**config.mk**
```make
export PLATFORM = sky130hd
export DESIGN_NAME = mem_stage_oq
export DESIGN_NICKNAME = d
export VERILOG_FILES = /design/src/rtl/mem_stage_oq.sv
export SDC_FILE = /design/constraint.sdc
export NUM_CORES = 1
export LEC_CHECK = 0
export BUFFER_PORTS_ARGS = -buffer_cell sky130_fd_sc_hd__buf_2
export CAP_MARGIN = 5
export CORE_MARGIN = 2
export CORE_UTILIZATION = 45
export DETAILED_ROUTE_END_ITERATION = 8
export GPL_TIMING_DRIVEN = 0
export PLACE_DENSITY = 0.7
export SETUP_SLACK_MARGIN = 0.3
export SLEW_MARGIN = 0
export SYNTH_ARGS = -nofsm -noshare
export SYNTH_HDL_FRONTEND = slang
export SYNTH_SLANG_ARGS = --single-unit
```
**constraint.sdc**
```tcl
create_clock -name clk -period 6.3 [get_ports clk]
set_input_delay 0.315 -clock clk [delete_from_list [all_inputs] [get_ports clk]]
set_output_delay 0.315 -clock clk [all_outputs]
set_load 0.01 [all_outputs]
```
**src/rtl/mem_stage_oq.sv**
```systemverilog
// ---------------------------------------------------------------------------
// mem_stage_oq
// MEM pipeline stage with an in-order outstanding-request queue. Several
// data-SRAM requests may be in flight; in-order data_ok responses are matched
// to the oldest entry still waiting, load data is extracted at the head, and
// results retire to WB in program order. Responses owed to flushed requests
// are swallowed through a drop counter.
//
// Ports:
//   clk, reset                 clock, synchronous active-high reset
//   flush                      discard every queued entry
//   es_to_ms_valid/ms_allowin  EX -> MEM handshake (ms_allowin = !full)
//   es_req, es_res_from_mem,
//   es_ld_op, es_addr_lo,
//   es_rt, es_gr_we, es_dest,
//   es_alu_result, es_pc       instruction context captured on push
//   data_sram_data_ok/rdata    in-order SRAM responses
//   ws_allowin/ms_to_ws_valid  MEM -> WB handshake
//   ms_gr_we, ms_dest,
//   ms_result, ms_pc           head entry towards WB
//   fwd_dest, fwd_data_valid   forwarding information for the head entry
//   pending_cnt, drop_cnt      occupancy and responses still to discard
//   resp_err                   sticky: response arrived with nothing owed
// ---------------------------------------------------------------------------
module mem_stage_oq #(
   parameter int DEPTH = 4,
   parameter int CNT_W = $clog2(DEPTH + 1)
) (
   input  logic             clk,
   input  logic             reset,
   input  logic             flush,
   input  logic             es_to_ms_valid,
   output logic             ms_allowin,
   input  logic             es_req,
   input  logic             es_res_from_mem,
   input  logic [2:0]       es_ld_op,
   input  logic [1:0]       es_addr_lo,
   input  logic [31:0]      es_rt,
   input  logic             es_gr_we,
   input  logic [4:0]       es_dest,
   input  logic [31:0]      es_alu_result,
   input  logic [31:0]      es_pc,
   input  logic             data_sram_data_ok,
   input  logic [31:0]      data_sram_rdata,
   input  logic             ws_allowin,
   output logic             ms_to_ws_valid,
   output logic             ms_gr_we,
   output logic [4:0]       ms_dest,
   output logic [31:0]      ms_result,
   output logic [31:0]      ms_pc,
   output logic [4:0]       fwd_dest,
   output logic             fwd_data_valid,
   output logic [CNT_W-1:0] pending_cnt,
   output logic [CNT_W-1:0] drop_cnt,
   output logic             resp_err
);

   localparam int PTR_W = (DEPTH > 1) ? $clog2(DEPTH) : 1;

   logic [DEPTH-1:0] r_valid;
   logic [DEPTH-1:0] r_req;
   logic [DEPTH-1:0] r_done;
   logic [DEPTH-1:0] r_resFromMem;
   logic [DEPTH-1:0] r_grWe;
   logic [2:0]       r_ldOp      [DEPTH];
   logic [1:0]       r_addrLo    [DEPTH];
   logic [31:0]      r_rt        [DEPTH];
   logic [4:0]       r_dest      [DEPTH];
   logic [31:0]      r_aluResult [DEPTH];
   logic [31:0]      r_pc        [DEPTH];
   logic [31:0]      r_rdata     [DEPTH];

   logic [PTR_W-1:0] r_headPtr;
   logic [PTR_W-1:0] r_tailPtr;
   logic [CNT_W-1:0] r_count;
   logic [CNT_W-1:0] r_dropCnt;
   logic             r_respErr;

   logic             w_push;
   logic             w_pop;
   logic             w_headValid;
   logic             w_matchFound;
   logic [PTR_W-1:0] w_matchIdx;
   logic [PTR_W-1:0] w_scanIdx;
   logic [CNT_W-1:0] w_owedCnt;
   logic             w_dropResp;
   logic             w_entryResp;
   logic             w_strayResp;
   logic [7:0]       w_byte;
   logic [15:0]      w_half;
   logic [31:0]      w_ext;

   assign ms_allowin     = (r_count < CNT_W'(DEPTH));
   assign w_headValid    = r_valid[r_headPtr];
   assign ms_to_ws_valid = w_headValid && r_done[r_headPtr];
   assign w_push         = es_to_ms_valid && ms_allowin;
   assign w_pop          = ms_to_ws_valid && ws_allowin;

   // A response first pays off any debt left by a flush; only then is it
   // offered to the oldest entry still waiting. Anything left is stray.
   assign w_dropResp  = data_sram_data_ok && (r_dropCnt != '0);
   assign w_entryResp = data_sram_data_ok && (r_dropCnt == '0) && w_matchFound;
   assign w_strayResp = data_sram_data_ok && (r_dropCnt == '0) && !w_matchFound;

   // Scan from the head towards the tail so the first hit is the oldest
   // waiting request, and count every request that still owes a response.
   always_comb begin
      w_matchFound = 1'b0;
      w_matchIdx   = '0;
      w_scanIdx    = '0;
      w_owedCnt    = '0;
      for (int i = 0; i < DEPTH; i++) begin
         w_scanIdx = r_headPtr + PTR_W'(i);
         if (r_valid[w_scanIdx] && r_req[w_scanIdx] && !r_done[w_scanIdx]) begin
            w_owedCnt = w_owedCnt + CNT_W'(1);
            if (!w_matchFound) begin
               w_matchFound = 1'b1;
               w_matchIdx   = w_scanIdx;
            end
         end
      end
   end

   // Load data extraction for the head entry, including the unaligned
   // LWL/LWR merges with the old rt value.
   always_comb begin
      w_byte = 8'h00;
      w_half = r_addrLo[r_headPtr][1] ? r_rdata[r_headPtr][31:16] : r_rdata[r_headPtr][15:0];
      w_ext  = r_rdata[r_headPtr];
      case (r_addrLo[r_headPtr])
         2'd0:    w_byte = r_rdata[r_headPtr][7:0];
         2'd1:    w_byte = r_rdata[r_headPtr][15:8];
         2'd2:    w_byte = r_rdata[r_headPtr][23:16];
         default: w_byte = r_rdata[r_headPtr][31:24];
      endcase
      case (r_ldOp[r_headPtr])
         3'd1: w_ext = {{24{w_byte[7]}}, w_byte};
         3'd2: w_ext = {24'h000000, w_byte};
         3'd3: w_ext = {{16{w_half[15]}}, w_half};
         3'd4: w_ext = {16'h0000, w_half};
         3'd5: begin
            case (r_addrLo[r_headPtr])
               2'd0:    w_ext = {r_rdata[r_headPtr][7:0],  r_rt[r_headPtr][23:0]};
               2'd1:    w_ext = {r_rdata[r_headPtr][15:0], r_rt[r_headPtr][15:0]};
               2'd2:    w_ext = {r_rdata[r_headPtr][23:0], r_rt[r_headPtr][7:0]};
               default: w_ext = r_rdata[r_headPtr];
            endcase
         end
         3'd6: begin
            case (r_addrLo[r_headPtr])
               2'd0:    w_ext = r_rdata[r_headPtr];
               2'd1:    w_ext = {r_rt[r_headPtr][31:24], r_rdata[r_headPtr][31:8]};
               2'd2:    w_ext = {r_rt[r_headPtr][31:16], r_rdata[r_headPtr][31:16]};
               default: w_ext = {r_rt[r_headPtr][31:8],  r_rdata[r_headPtr][31:24]};
            endcase
         end
         default: w_ext = r_rdata[r_headPtr];
      endcase
   end

   // Head outputs are forced to zero while the queue is empty so stale
   // entry contents never leak towards WB or the forwarding network.
   assign ms_result      = w_headValid ? (r_resFromMem[r_headPtr] ? w_ext : r_aluResult[r_headPtr]) : 32'h0;
   assign ms_gr_we       = w_headValid && r_grWe[r_headPtr];
   assign ms_dest        = w_headValid ? r_dest[r_headPtr] : 5'd0;
   assign ms_pc          = w_headValid ? r_pc[r_headPtr] : 32'h0;
   assign fwd_dest       = (w_headValid && r_grWe[r_headPtr]) ? r_dest[r_headPtr] : 5'd0;
   assign fwd_data_valid = ms_to_ws_valid;
   assign pending_cnt    = r_count;
   assign drop_cnt       = r_dropCnt;
   assign resp_err       = r_respErr;

   // Queue state. On flush every request that still owes a response (plus a
   // request pushed this very cycle) becomes debt in the drop counter, less
   // the response that is absorbed in the same cycle.
   always_ff @(posedge clk) begin
      if (reset) begin
         r_valid      <= '0;
         r_req        <= '0;
         r_done       <= '0;
         r_resFromMem <= '0;
         r_grWe       <= '0;
         for (int i = 0; i < DEPTH; i++) begin
            r_ldOp[i]      <= '0;
            r_addrLo[i]    <= '0;
            r_rt[i]        <= '0;
            r_dest[i]      <= '0;
            r_aluResult[i] <= '0;
            r_pc[i]        <= '0;
            r_rdata[i]     <= '0;
         end
         r_headPtr <= '0;
         r_tailPtr <= '0;
         r_count   <= '0;
         r_dropCnt <= '0;
         r_respErr <= 1'b0;
      end else begin
         if (w_strayResp) begin
            r_respErr <= 1'b1;
         end
         if (flush) begin
            r_valid   <= '0;
            r_headPtr <= '0;
            r_tailPtr <= '0;
            r_count   <= '0;
            r_dropCnt <= r_dropCnt + w_owedCnt + CNT_W'(w_push && es_req)
                         - CNT_W'(w_dropResp || w_entryResp);
         end else begin
            if (w_dropResp) begin
               r_dropCnt <= r_dropCnt - CNT_W'(1);
            end
            if (w_entryResp) begin
               r_rdata[w_matchIdx] <= data_sram_rdata;
               r_done[w_matchIdx]  <= 1'b1;
            end
            if (w_pop) begin
               r_valid[r_headPtr] <= 1'b0;
               r_headPtr          <= r_headPtr + PTR_W'(1);
            end
            if (w_push) begin
               r_valid[r_tailPtr]      <= 1'b1;
               r_req[r_tailPtr]        <= es_req;
               r_done[r_tailPtr]       <= !es_req;
               r_resFromMem[r_tailPtr] <= es_res_from_mem;
               r_grWe[r_tailPtr]       <= es_gr_we;
               r_ldOp[r_tailPtr]       <= es_ld_op;
               r_addrLo[r_tailPtr]     <= es_addr_lo;
               r_rt[r_tailPtr]         <= es_rt;
               r_dest[r_tailPtr]       <= es_dest;
               r_aluResult[r_tailPtr]  <= es_alu_result;
               r_pc[r_tailPtr]         <= es_pc;
               r_tailPtr               <= r_tailPtr + PTR_W'(1);
            end
            r_count <= r_count + CNT_W'(w_push) - CNT_W'(w_pop);
         end
      end
   end

endmodule

```
# Yosys cells after proc, flatten, opt, wreduce, memory -nomap -nowiden
# Memory sizes are Yosys's and may differ from the RTL's. A register that Yosys moved wholly into a read port is not among the register bits.
# Cells that the tools add are included.
[op_classes]
eq_ne = 8
addsub = 13
magnitude_cmp = 10
n_reduce_logical = 40
mux = 118
bitwise_logic = 5
[ops]
columns = ["cell", "n"]
rows = [
  ["32-bit two-way mux", 7],
  ["32-bit one-hot mux with 3 select lines", 2],
  ["32-bit one-hot mux with 6 select lines", 1],
  ["32-bit OR reduction", 4],
  ["2-bit two-way mux", 29],
  ["1-bit two-way mux", 39],
  ["4-bit two-way mux", 8],
  ["1-bit binary-select mux with 2-bit select", 14],
  ["8-bit one-hot mux with 3 select lines", 1],
  ["1-bit logical AND", 20],
  ["2-bit by 3-bit less-than comparator with 1-bit output, second input constant", 6],
  ["3-bit two-way mux", 6],
  ["4-bit bitwise mux", 4],
  ["16-bit two-way mux", 1],
  ["5-bit two-way mux", 3],
  ["3-bit by 1-bit adder with 3-bit output, second input constant", 3],
  ["3-bit equality test, second input constant", 3],
  ["4-bit OR", 2],
  ["3-bit by 1-bit adder with 3-bit output", 2],
  ["1-bit demux with 2-bit select", 3],
  ["3-bit by 2-bit equality test with 1-bit output, second input constant", 2],
  ["2-bit by 1-bit greater-or-equal comparator with 1-bit output, second input constant", 3],
  ["1-bit logical NOT", 6],
  ["3-bit by 1-bit subtractor with 3-bit output", 2],
  ["20 further kinds", 23],
]
[word_totals]
ramBits = 552
output_inout_bits = 85
inputBits = 147
word_cells = 211
n_memories = 7
register_bits = 31
[mem_list]
columns = ["memory", "words", "word_bits", "rd", "rd_clocked_by_memory_dff", "write_ports", "line", "text"]
rows = [
  ["r_aluResult", 4, 32, 1, 1, 4, "69", "logic [31:0] r_aluResult [DEPTH];"],
  ["r_pc", 4, 32, 1, 1, 4, "70", "logic [31:0] r_pc [DEPTH];"],
  ["r_rdata", 4, 32, 1, 1, 4, "71", "logic [31:0] r_rdata [DEPTH];"],
  ["r_rt", 4, 32, 1, 1, 4, "67", "logic [31:0] r_rt [DEPTH];"],
  ["r_dest", 4, 5, 1, 1, 4, "68", "logic [4:0] r_dest [DEPTH];"],
  ["r_ldOp", 4, 3, 1, 1, 4, "65", "logic [2:0] r_ldOp [DEPTH];"],
  ["1 more memories", "n/a", "n/a", "n/a", "n/a", "n/a", "n/a", ""],
]

# Longest topological paths before layout
# Gate-level depths: netlist of run 1.
[logic_depth]
word_depth = 21
mapped_depth = 19
depth_no_buf = 17

# Worst setup path after synthesis of run 1
# OpenSTA, ideal clock, no wires.
[synth_path]
kind = "register to register"
startpoint = "register r_headPtr[0]"
endpoint = "memory r_rdata[3][0] (enable)"
required_ns = 5.834
stages_incl_launch_ff = 11
setup_slack_ns = 0.951
synth_period_minus_slack_ns = 5.349
path_buffers = 1
setup_time_ns = 0.466
t_arrival_ns = 4.884
cell_sequence = "dfxtp_1 -> inv_2 -> ha_1 -> clkbuf_1 -> mux4_2 -> ha_1 -> inv_1 -> nor2_1 -> a221oi_4 -> or2b_1 -> o21ai_0"
[synth_rtl]
columns = ["element", "line", "text"]
rows = [
  ["from (decl)", "73", "logic [PTR_W-1:0] r_headPtr;"],
  ["from (signal assigned)", "218", "r_headPtr <= r_headPtr + PTR_W'(1);"],
  ["to (decl)", "71", ""],
]

==> metrics.cfg, run 1 <==
[die]
die_area_sq_mm = 0.06525
std_cell_rows = 92
die_x_um = 255.4
ios = 232
dieHeight_um = 255.4
start_util_pct = 45.35
core_area_sq_mm = 0.06274

[sta]
worst_pin_slew_ns = 1.301
slew_viol_final = 0
relSlewSlack_pct = 12.95
setup_ws_ns = 1.298
finalSetupViolCount = 0
rsz0062_at_grt = false
finalHoldViolCount = 0
fin_skew_ns = 0.06722
fmax_mhz = 199.9
tns_ns = 0
period_share_pct = 79.40
period_needed_ns = 5.002

[place]
port_buffers = 230
gp_congestion = 0.9603
dpl.hpwl_mm = 60.33
dp_worst_setup_slack_ns = 1.657

[logic_synthesis]
synth_edf_count = 552
yosys_register_bits = 585
synthCells = 2001
synth.yosys.seq_area_share_pct = 60.59
mappedNetlistArea_sq_mm = 0.02845
synth_nets = 2169
synthDistinctLibCells = 75
synthArstFlopShare_pct = 0
synth_area_per_cell_sq_um = 14.22
ys.warnings.count = 0
synth_top_flop_cell = edfxtp_1

[cts]
clock_latency_ns = 0.67
htree_levels = 2
cts_hold_buf = 125
clock_sinks = 585
cts_buffers = 61
cts-resized-gates = 0
cts_root_buf = clkbuf_16
post-cts-setup-buffers = 0
clock_path_buffers = 3
clk_pin_slew_ns = 0.06
cts_tree = done

[worst_setup_path]
slowest_delay_ns = 0.77
cp.buffers_inverters = 6
cp.required_ns = 5.98
crit_slowest_cell = clkbuf_1
worstSetupEndpointType = output pin
cp_max_fo = 10
crit_path_cell_trace = buf_4, buf_2, buf_2, clkbuf_1, clkbuf_1, mux4_2, nand2_1, o21ai_1, buf_2
startpoint_type = flip-flop
arrival_ns = 4.69
crit_path_frequent_cell = buf_2
path_class = flip-flop to output pin
critPathTopFamily = buffers and inverters

[detailed_routing]
dr_total_vias = 19240
via_per_inst = 5.770
routed_wl_mm = 85.47
drtIter0Drc = 1800
wire_per_inst_um = 25.64
drc_errors = 0
drtAntennaViolNets = 0
first_pass_iters = 6

[pwr]
p_total_uw = 8789
p_leak_uw = 0.01309
powerDensity_mw_per_mm2 = 257.0
ir_drop_uv = 229.3

[finish]
finalNetCount = 2601
drive_above_1_share_pct = 22.97
area_growth_pct = 20.21
mostFrequentLayoutCell = edfxtp_1
utilization_pct = 54.51
layout_common_cells = edfxtp_1 (552), and2_1 (487), buf_2 (255), mux4_2 (141), dlygate4sd3_1 (125)

[global_routing]
grt_pass1_wl_mm = 126.4
grt_max_degree = 55
grt_util_all_layers_pct = 26.04
grt_overflow = 0
grt_pass1_vias = 19750
antenna_found_initial = 13

[flow_run]
maxCapViolCount = 0

[min_path]
min_path_type = primary input to flip-flop

[run_status]
outcome = finished, final reports clean

## synth_stat cells (all sizes together), types with 6 or more instances
library cell  number  share of area, %
nor2              37              0.50
a221oi            15              0.52
a32oi              8              0.25
buf               45               1.0
and2             488                11
inv               28              0.37
ha                18              0.79
nand3b             6              0.16
xnor2             10              0.31
a31oi             11              0.24
o221ai            10              0.31
clkbuf            98               1.3
or2                7              0.15
nand3             33              0.58
mux4             142                11
a21oi             41              0.73
nand2b             9              0.20
mux2i             36               1.3
edfxtp           552                58
and3             108               2.4
a41oi              6              0.18
mux2              33               1.3
dfxtp             33               2.3
nor2b              8              0.18
o31a               6              0.18
a22oi              8              0.21
o2bb2ai            9              0.28
nand2             79               1.0
nor3               9              0.22
o21ai             63               1.1
## cell type report
type	count	area, sq um
well taps	846	1059
clock inverters	37	309.0
flip-flops and latches	585	17240
clock buffers	75	1600
inverters	28	105.1
diodes	6	15.01
repair buffers	369	2713
fillers	5137	28540
multi-input cells	1245	10500
plain buffers	143	661.9
## cells by family after synthesis
kind of cell | synth area share, %
adder cells (fa/ha/maj) | 1.003
AO/OA/AOI/OAI | 4.711
AND/OR/NAND/NOR | 16.81
multiplexers | 13.83
buffers and inverters | 2.696
XOR/XNOR | 0.3694
flip-flops | 60.59
## flip-flops by register name (all words and copies together) (netlist names), named ones only
register,count
r_grWe,4
r_rt,128
r_valid,4
r_rdata,128
r_resFromMem,4
r_headPtr,2
r_done,4
r_tailPtr,2
drop_cnt,3
pending_cnt,3
r_aluResult,128
r_ldOp,12
r_dest,20
resp_err,1
r_req,4
r_pc,128
r_addrLo,8
## routing by layer
layer	wire (um)	vias up	track usage, %
met5	58	-	0
met4	2560	10	8.595
met3	6678	161	4.435
met2	41890	883	43.06
met1	34280	9784	35.07
li1	-	8399	-
## through the flow
stage               hold WS (ns)  cell area, sq um  instances
floorplan                 0.4329             28450       2001
global placement          0.4437             30660       3077
detailed placement        0.4468             31020       3091
CTS                    0.0001217             34180       3328
global route             0.01800             34200       3333
finish                   0.02389             34200       3334
## report_power, final
group / internal [uW] / leakage [uW] / switching, uW
Combinational: 336 / 0.00616 / 484
Clock: 1930 / 0.000938 / 1560
Sequential: 4420 / 0.00599 / 54.5
## final timing paths
kind	from	endpoint	slack, ns	depth (start not counted)
worst max-delay path	flip-flop	ms_result[26]	1.30	9
worst min-delay path	es_rt[11]	r_rt[0][11]	0.02	2
worst max register to register	r_headPtr[0]	drop_cnt[2]	1.62	17
worst min register to register	r_resFromMem[2]	r_resFromMem[2]	0.45	2
Power figures use the tool's default switching activity.
==> run 2, diff against run 1 <==
==> constraint.sdc (replaced) <==
create_clock -name clk -period 5 [get_ports clk]
set_input_delay 0.25 -clock clk [delete_from_list [all_inputs] [get_ports clk]]
set_output_delay 0.25 -clock clk [all_outputs]
set_load 0.01 [all_outputs]
==> run 2 against run 1 <==
- highest routed layer unchanged
- die area did not move
- clock power rose by 34%
- clock-buffer cell count fell by 9
==> metrics.cfg, run 2 (same netlist as run 1, synthesis figures left out) <==
[finish]
layout_common_cells = edfxtp_1 (552), and2_1 (487), buf_2 (255), mux4_2 (141), dlygate4sd3_1 (141)
utilization_pct = 55.04  ; +0.53 points
mostFrequentLayoutCell = edfxtp_1
drive_above_1_share_pct = 23.42  ; +0.46 points
fillers = 5057  ; -1.6%
finalNetCount = 2618  ; +0.65%
area_growth_pct = 21.37
design_area_sq_mm = 0.03453  ; +0.97%

[pwr]
p_leak_uw = 0.01322  ; +1.0%
ir_drop_uv = 336.4  ; +47%
powerDensity_mw_per_mm2 = 329.1  ; +28%
p_total_uw = 11360  ; +29%

[die]
die_area_sq_mm = 0.06525  ; unchanged
die_x_um = 255.4  ; unchanged
ios = 232  ; unchanged
dieHeight_um = 255.4  ; unchanged
std_cell_rows = 92  ; unchanged
core_area_sq_mm = 0.06274  ; unchanged
start_util_pct = 45.35  ; unchanged

[cts]
htree_levels = 2  ; unchanged
clock_path_buffers = 3  ; unchanged
cts_buffers = 61  ; unchanged
clk_pin_slew_ns = 0.06  ; about the same
cts_tree = done
cts_root_buf = clkbuf_16
clock_latency_ns = 0.65  ; -0.02 ns
clock_sinks = 585  ; unchanged
post-cts-setup-buffers = 0  ; unchanged

[sta]
slew_viol_final = 0  ; unchanged
rsz0062_at_grt = true
finalHoldViolCount = 0  ; unchanged
relSlewSlack_pct = 16.80  ; +3.9 points
finalSetupViolCount = 0  ; unchanged
fmax_mhz = 220.7
worst_pin_slew_ns = 1.243  ; -0.05758 ns
period_needed_ns = 4.531
period_share_pct = 90.62
fin_skew_ns = 0.05394  ; -0.01327 ns

[global_routing]
use_met3_pct = 3.988  ; -0.45 points
gr-max-usage-layer = met2
grt_util_met1_pct = 34.76  ; -0.31 points
met2_usage_pct = 43.94  ; +0.88 points
grt_pass1_vias = 19930  ; +0.90%
grt_pass1_wl_mm = 127.2  ; +0.56%
grt_max_degree = 54  ; -1.8%
antenna_found_initial = 14  ; +1
grt_overflow = 0  ; unchanged
grt_util_all_layers_pct = 26.18  ; +0.14 points

[detailed_routing]
drc_errors = 0  ; unchanged
wire_per_inst_um = 25.75  ; +0.45%
via_per_inst = 5.740  ; -0.52%
dr_total_vias = 19260  ; +0.14%
drtIter0Drc = 1776  ; -1.3%
routed_wl_mm = 86.42  ; +1.1%
drtAntennaViolNets = 0  ; unchanged
first_pass_iters = 5  ; -1

[place]
port_buffers = 230  ; unchanged
gp_congestion = 0.9789  ; +1.9%
placed_area_sq_mm = 0.03103  ; about the same
dpl.hpwl_mm = 60.95  ; +1.0%

[flow_run]
maxCapViolCount = 0  ; unchanged

[worst_setup_path]
cp_max_fo = 8  ; -2
r2r_slack_ns = 0.47  ; -1.15 ns
worst_r2r_path_depth = 17  ; unchanged
path_class = flip-flop to flip-flop
cp.required_ns = 5.55  ; -0.43 ns
arrival_ns = 5.08  ; +0.39 ns
startpoint = r_headPtr[1]
worstSetupEndpointType = flip-flop
r2r-start = r_headPtr[1]
startpoint_type = flip-flop

[min_path]
min_from = flush
hold_depth = 3  ; +1
min_path_type = primary input to flip-flop

[run_status]
outcome = finished, final reports clean

-- run 2: cell count changes in the layout (fill, tap and decap cells not counted), sizes merged --
cell,delta
bufinv,+5
inv,-2
dlygate4sd3,+16
clkinvlp,+9
clkbuf,-9
buf,+1
diode,+2
-- run 2: path summary, 6_finish.rpt --
path	endpoint
max	drop_cnt[2]
min	r_tailPtr[1]
max reg2reg	drop_cnt[2]
min reg2reg	r_grWe[3]
-- run 2: worst max-delay path, cell delays in order, from the launching register on --
cell	delay (ns)
dfxtp_1	0.46
inv_1	0.21
ha_1	0.32
clkbuf_2	0.22
mux4_2	0.28
ha_1	0.29
inv_1	0.16
o21ai_1	0.37
nand2b_1	0.11
ha_1	0.29
inv_1	0.04
fa_1	0.39
fa_1	0.46
xor2_1	0.18
xnor2_1	0.17
xnor2_1	0.16
xnor2_1	0.08
a211oi_1	0.22
-- run 2: layout make-up --
type                            count  area (sq um)  area share [%]
Multi-Input combinational cell   1245         10500           30.41
Tap cell                          846          1059           3.066
Antenna cell                        8         20.02         0.05798
Buffer                            143         666.9           1.931
Timing Repair Buffer              386          2875           8.327
Clock buffer                       66          1567           4.537
Sequential cell                   585         17240           49.92
Inverter                           28         105.1          0.3044
Clock inverter                     49         499.2           1.446
-- run 2: repair_timing --
| item | in CTS | in global routing |
|---|---|---|
| resized for setup | 2 | 6 |
| setup endpoints to repair | 8 | 36 |
| hold buffers | 141 | 0 |
| endpoints found under the hold margin | 560 | 0 |
-- run 2: stage by stage --
stage / cells / setup TNS [ns] / worst slack (ns) / hold WS [ns]
5_1_grt: 3354 / 0 / 0.2528 / 0.07677
2_1_floorplan: 2001 / 0 / 0.4987 / 0.3975
6_report: 3356 / 0 / 0.4690 / 0.03500
3_5_place_dp: 3092 / 0 / 0.3281 / 0.4549
3_3_place_gp: 3077 / -811.78 / -1.904 / 0.4416
4_1_cts: 3348 / 0 / 0.3161 / 0.006228
-- run 2: per-layer routing --
metal / vias to the layer above / wire (um)
li1: 8447 / -
met1: 9767 / 34710
met2: 872 / 42490
met3: 170 / 6257
met4: 8 / 2915
met5: - / 46
-- run 2: report_power, final --
part | internal, uW | switching, uW | leakage [uW]
sequential | 5570 | 67.2 | 0.00599
combinational | 432 | 619 | 0.00625
clock | 2690 | 1990 | 0.000986
==> run 3, diff against run 2 <==
--- a/config.mk
+++ b/config.mk
@@ -7,11 +7,12 @@
 export LEC_CHECK = 0
 export BUFFER_PORTS_ARGS = -buffer_cell sky130_fd_sc_hd__buf_2
 export CAP_MARGIN = 5
+export CORE_ASPECT_RATIO = 2
 export CORE_MARGIN = 2
 export CORE_UTILIZATION = 45
 export DETAILED_ROUTE_END_ITERATION = 8
 export GPL_TIMING_DRIVEN = 0
-export PLACE_DENSITY = 0.7
+export PLACE_DENSITY = 0.72
 export SETUP_SLACK_MARGIN = 0.3
 export SLEW_MARGIN = 0
 export SYNTH_ARGS = -nofsm -noshare
==> constraint.sdc (replaced) <==
create_clock -name clk -period 5 [get_ports clk]
set_input_delay 0.5 -clock clk [delete_from_list [all_inputs] [get_ports clk]]
set_output_delay 0.5 -clock clk [all_outputs]
set_load 0.01 [all_outputs]
==> run 3 against run 2 <==
- sequential power barely moved
- non-clock buffer count decreased by 142
- clock-buffer cell count decreased by 5
- routed wire length increased by 0.26%
- highest routed layer unchanged
==> metrics.cfg, run 3 (same netlist as run 1, synthesis figures left out) <==
[run_status]
outcome = finished, final reports clean

[cts]
htree_levels = 2  ; unchanged
cts_buffers = 50  ; -18%
cts_hold_buf = 0  ; -100%
cts_root_buf = clkbuf_16
clock_sinks = 585  ; unchanged
cts_tree = done
clk_pin_slew_ns = 0.07  ; about the same
clock_path_buffers = 3  ; unchanged
clock_latency_ns = 0.60  ; -0.05 ns

[worst_setup_path]
cp_max_fo = 10  ; +2
r2r_end = drop_cnt[2]
startpoint_type = flip-flop
worst_r2r_path_depth = 19  ; +2
worstSetupEndpointType = output pin
slowest_delay_ns = 0.60  ; +0.14 ns
r2r_slack_ns = 0.59  ; +0.12 ns
crit_path_frequent_cell = buf_4
cp.required_ns = 4.50  ; -1.05 ns
r2r-start = r_headPtr[0]
crit_slowest_cell = mux4_2
arrival_ns = 4.02  ; -1.06 ns
crit_path_cell_trace = buf_4, buf_6, buf_4, buf_4, buf_2, buf_4, mux4_2, o21ai_0, a31oi_1, buf_2
path_class = flip-flop to output pin

[detailed_routing]
via_per_inst = 5.926  ; +3.2%
drtIter0Drc = 1727  ; -2.8%
wire_per_inst_um = 27.62  ; +7.3%
first_pass_iters = 5  ; unchanged
drc_errors = 0  ; unchanged
drtAntennaViolNets = 0  ; unchanged
routed_wl_mm = 86.65  ; +0.26%
dr_total_vias = 18590  ; -3.5%

[global_routing]
grt_util_all_layers_pct = 26.31  ; +0.13 points
grt_overflow = 0  ; unchanged
grt_pass1_vias = 19560  ; -1.8%
grt_max_degree = 55  ; +1.9%
grt_pass1_wl_mm = 126.3  ; -0.71%
antenna_found_initial = 25  ; +11

[pwr]
swShare_pct = 23.56  ; about the same
ir_drop_uv = 295.4  ; -12%
p_int_uw = 8119  ; -6.5%
powerDensity_mw_per_mm2 = 325.6  ; -1.1%
p_leak_uw = 0.01243  ; -6.0%
p_total_uw = 10620  ; -6.5%
p_clk_share_pct = 37.9  ; -3.3 points
p_sw_uw = 2502  ; -6.5%
p_comb_share_pct = 9.1  ; -0.2 points
p_seq_share_pct = 53.1  ; +3.5 points

[sta]
setup_ws_ns = 0.4787  ; +0.009788 ns
fin_skew_ns = 0.01815  ; -0.03579 ns
finalHoldViolCount = 0  ; unchanged
relSlewSlack_pct = 31.87  ; +15 points
finalSetupViolCount = 0  ; unchanged
rsz0062_at_grt = true
worst_pin_slew_ns = 1.022  ; -0.2214 ns
period_needed_ns = 4.521  ; -0.009788 ns
slew_viol_final = 0  ; unchanged
hold_ws_ns = 0.1927  ; +0.1577 ns
tns_ns = 0  ; unchanged
fmax_mhz = 221.2  ; +0.22%
period_share_pct = 90.43  ; -0.20 points

[place]
port_buffers = 230  ; unchanged
placed_area_sq_mm = 0.03092  ; -0.34%
dpl.hpwl_mm = 64.05  ; +5.1%
dp_worst_setup_slack_ns = -0.08407  ; -0.4122 ns
gp_congestion = 0.9834  ; +0.46%

[die]
start_util_pct = 45.43  ; +0.082 points
dieHeight_um = 359.6  ; +41%
die_x_um = 181.8  ; -29%
core_area_sq_mm = 0.06262  ; -0.18%
die_area_sq_mm = 0.06537  ; +0.19%
std_cell_rows = 130  ; +41%
ios = 232  ; unchanged

[min_path]
min_path_type = primary input to flip-flop
hold_path_end = r_pc[1][8]
hold_depth = 2  ; -1
min_from = es_pc[8]

[finish]
layout_common_cells = edfxtp_1 (552), and2_1 (487), buf_2 (254), mux4_2 (141), and3_1 (108)
design_area_sq_mm = 0.03262  ; -5.5%
mostFrequentLayoutCell = edfxtp_1
drive_above_1_share_pct = 24.20  ; +0.78 points
finalNetCount = 2465  ; -5.8%
area_growth_pct = 14.68

[flow_run]
maxCapViolCount = 0  ; unchanged

-- run 3: changes by cell type in the layout (fill, tap and decap cells not counted), sizes merged --
cell,delta
clkinvlp,-4
clkbuf,-4
diode,+2
dlygate4sd3,-141
bufinv,-2
inv,-2
buf,-2
clkinv,-12
-- run 3: how the worst max path moves through the flow --
stage                 start       endpoint  slack, ns  cells past startpoint
2_1_floorplan  r_headPtr[0]  r_rdata[3][0]       0.50                     10
3_3_place_gp          reset    r_rt[0][20]      -2.11                      6
3_5_place_dp          reset    r_rt[1][27]      -0.08                      8
4_1_cts           flip-flop  ms_result[15]       0.31                      9
5_1_grt        r_headPtr[0]    drop_cnt[2]       0.25                     19
6_report          flip-flop  ms_result[15]       0.48                     10
-- run 3: layout make-up --
type,instances,area (sq um)
Multi-Input combinational cell,1245,10500
Clock buffer,61,1314
Clock inverter,29,341.6
Inverter,28,105.1
Sequential cell,585,17240
Buffer,143,673.1
Timing Repair Buffer,244,1433
Tap cell,792,991.0
Antenna cell,10,25.02
Fill cell,5123,30000
-- run 3: routing by layer --
layer  share of wire, %  vias up  track usage, %
met5               0.15        -               0
met4                6.3       22           15.64
met3                6.6      261           4.795
met2                 53      812           47.89
met1                 34     9391           28.18
li1                   -     8104               -
-- run 3: through the flow --
step,std cells,utilization (%)
5_1_grt,3133,52.08
4_1_cts,3126,52.03
2_1_floorplan,2001,-
3_3_place_gp,3023,48.86
6_report,3137,52.10
3_5_place_dp,3036,49.37
-- run 3: power by group through the flow --
stage	registers, uW	clock network, uW	logic, uW
2_1_floorplan	5730	0	535
3_3_place_gp	5740	0	909
3_5_place_dp	5740	0	957
4_1_cts	5640	4060	962
5_1_grt	5650	4220	1030
6_report	5640	4020	963
-- run 3: what timing repair did --
| item | CTS | global route |
|---|---|---|
| setup buffers | 0 | 0 |
| gates resized for setup | 6 | 6 |
| setup endpoints to repair | 32 | 26 |
-- run 3: critical path: cells and delay by family (launching register included) --
family | cells | cell delay [ns]
flip-flops | 1 | 0.31
multiplexers | 1 | 0.60
buffers and inverters | 7 | 2.00
AO/OA/AOI/OAI | 2 | 0.49
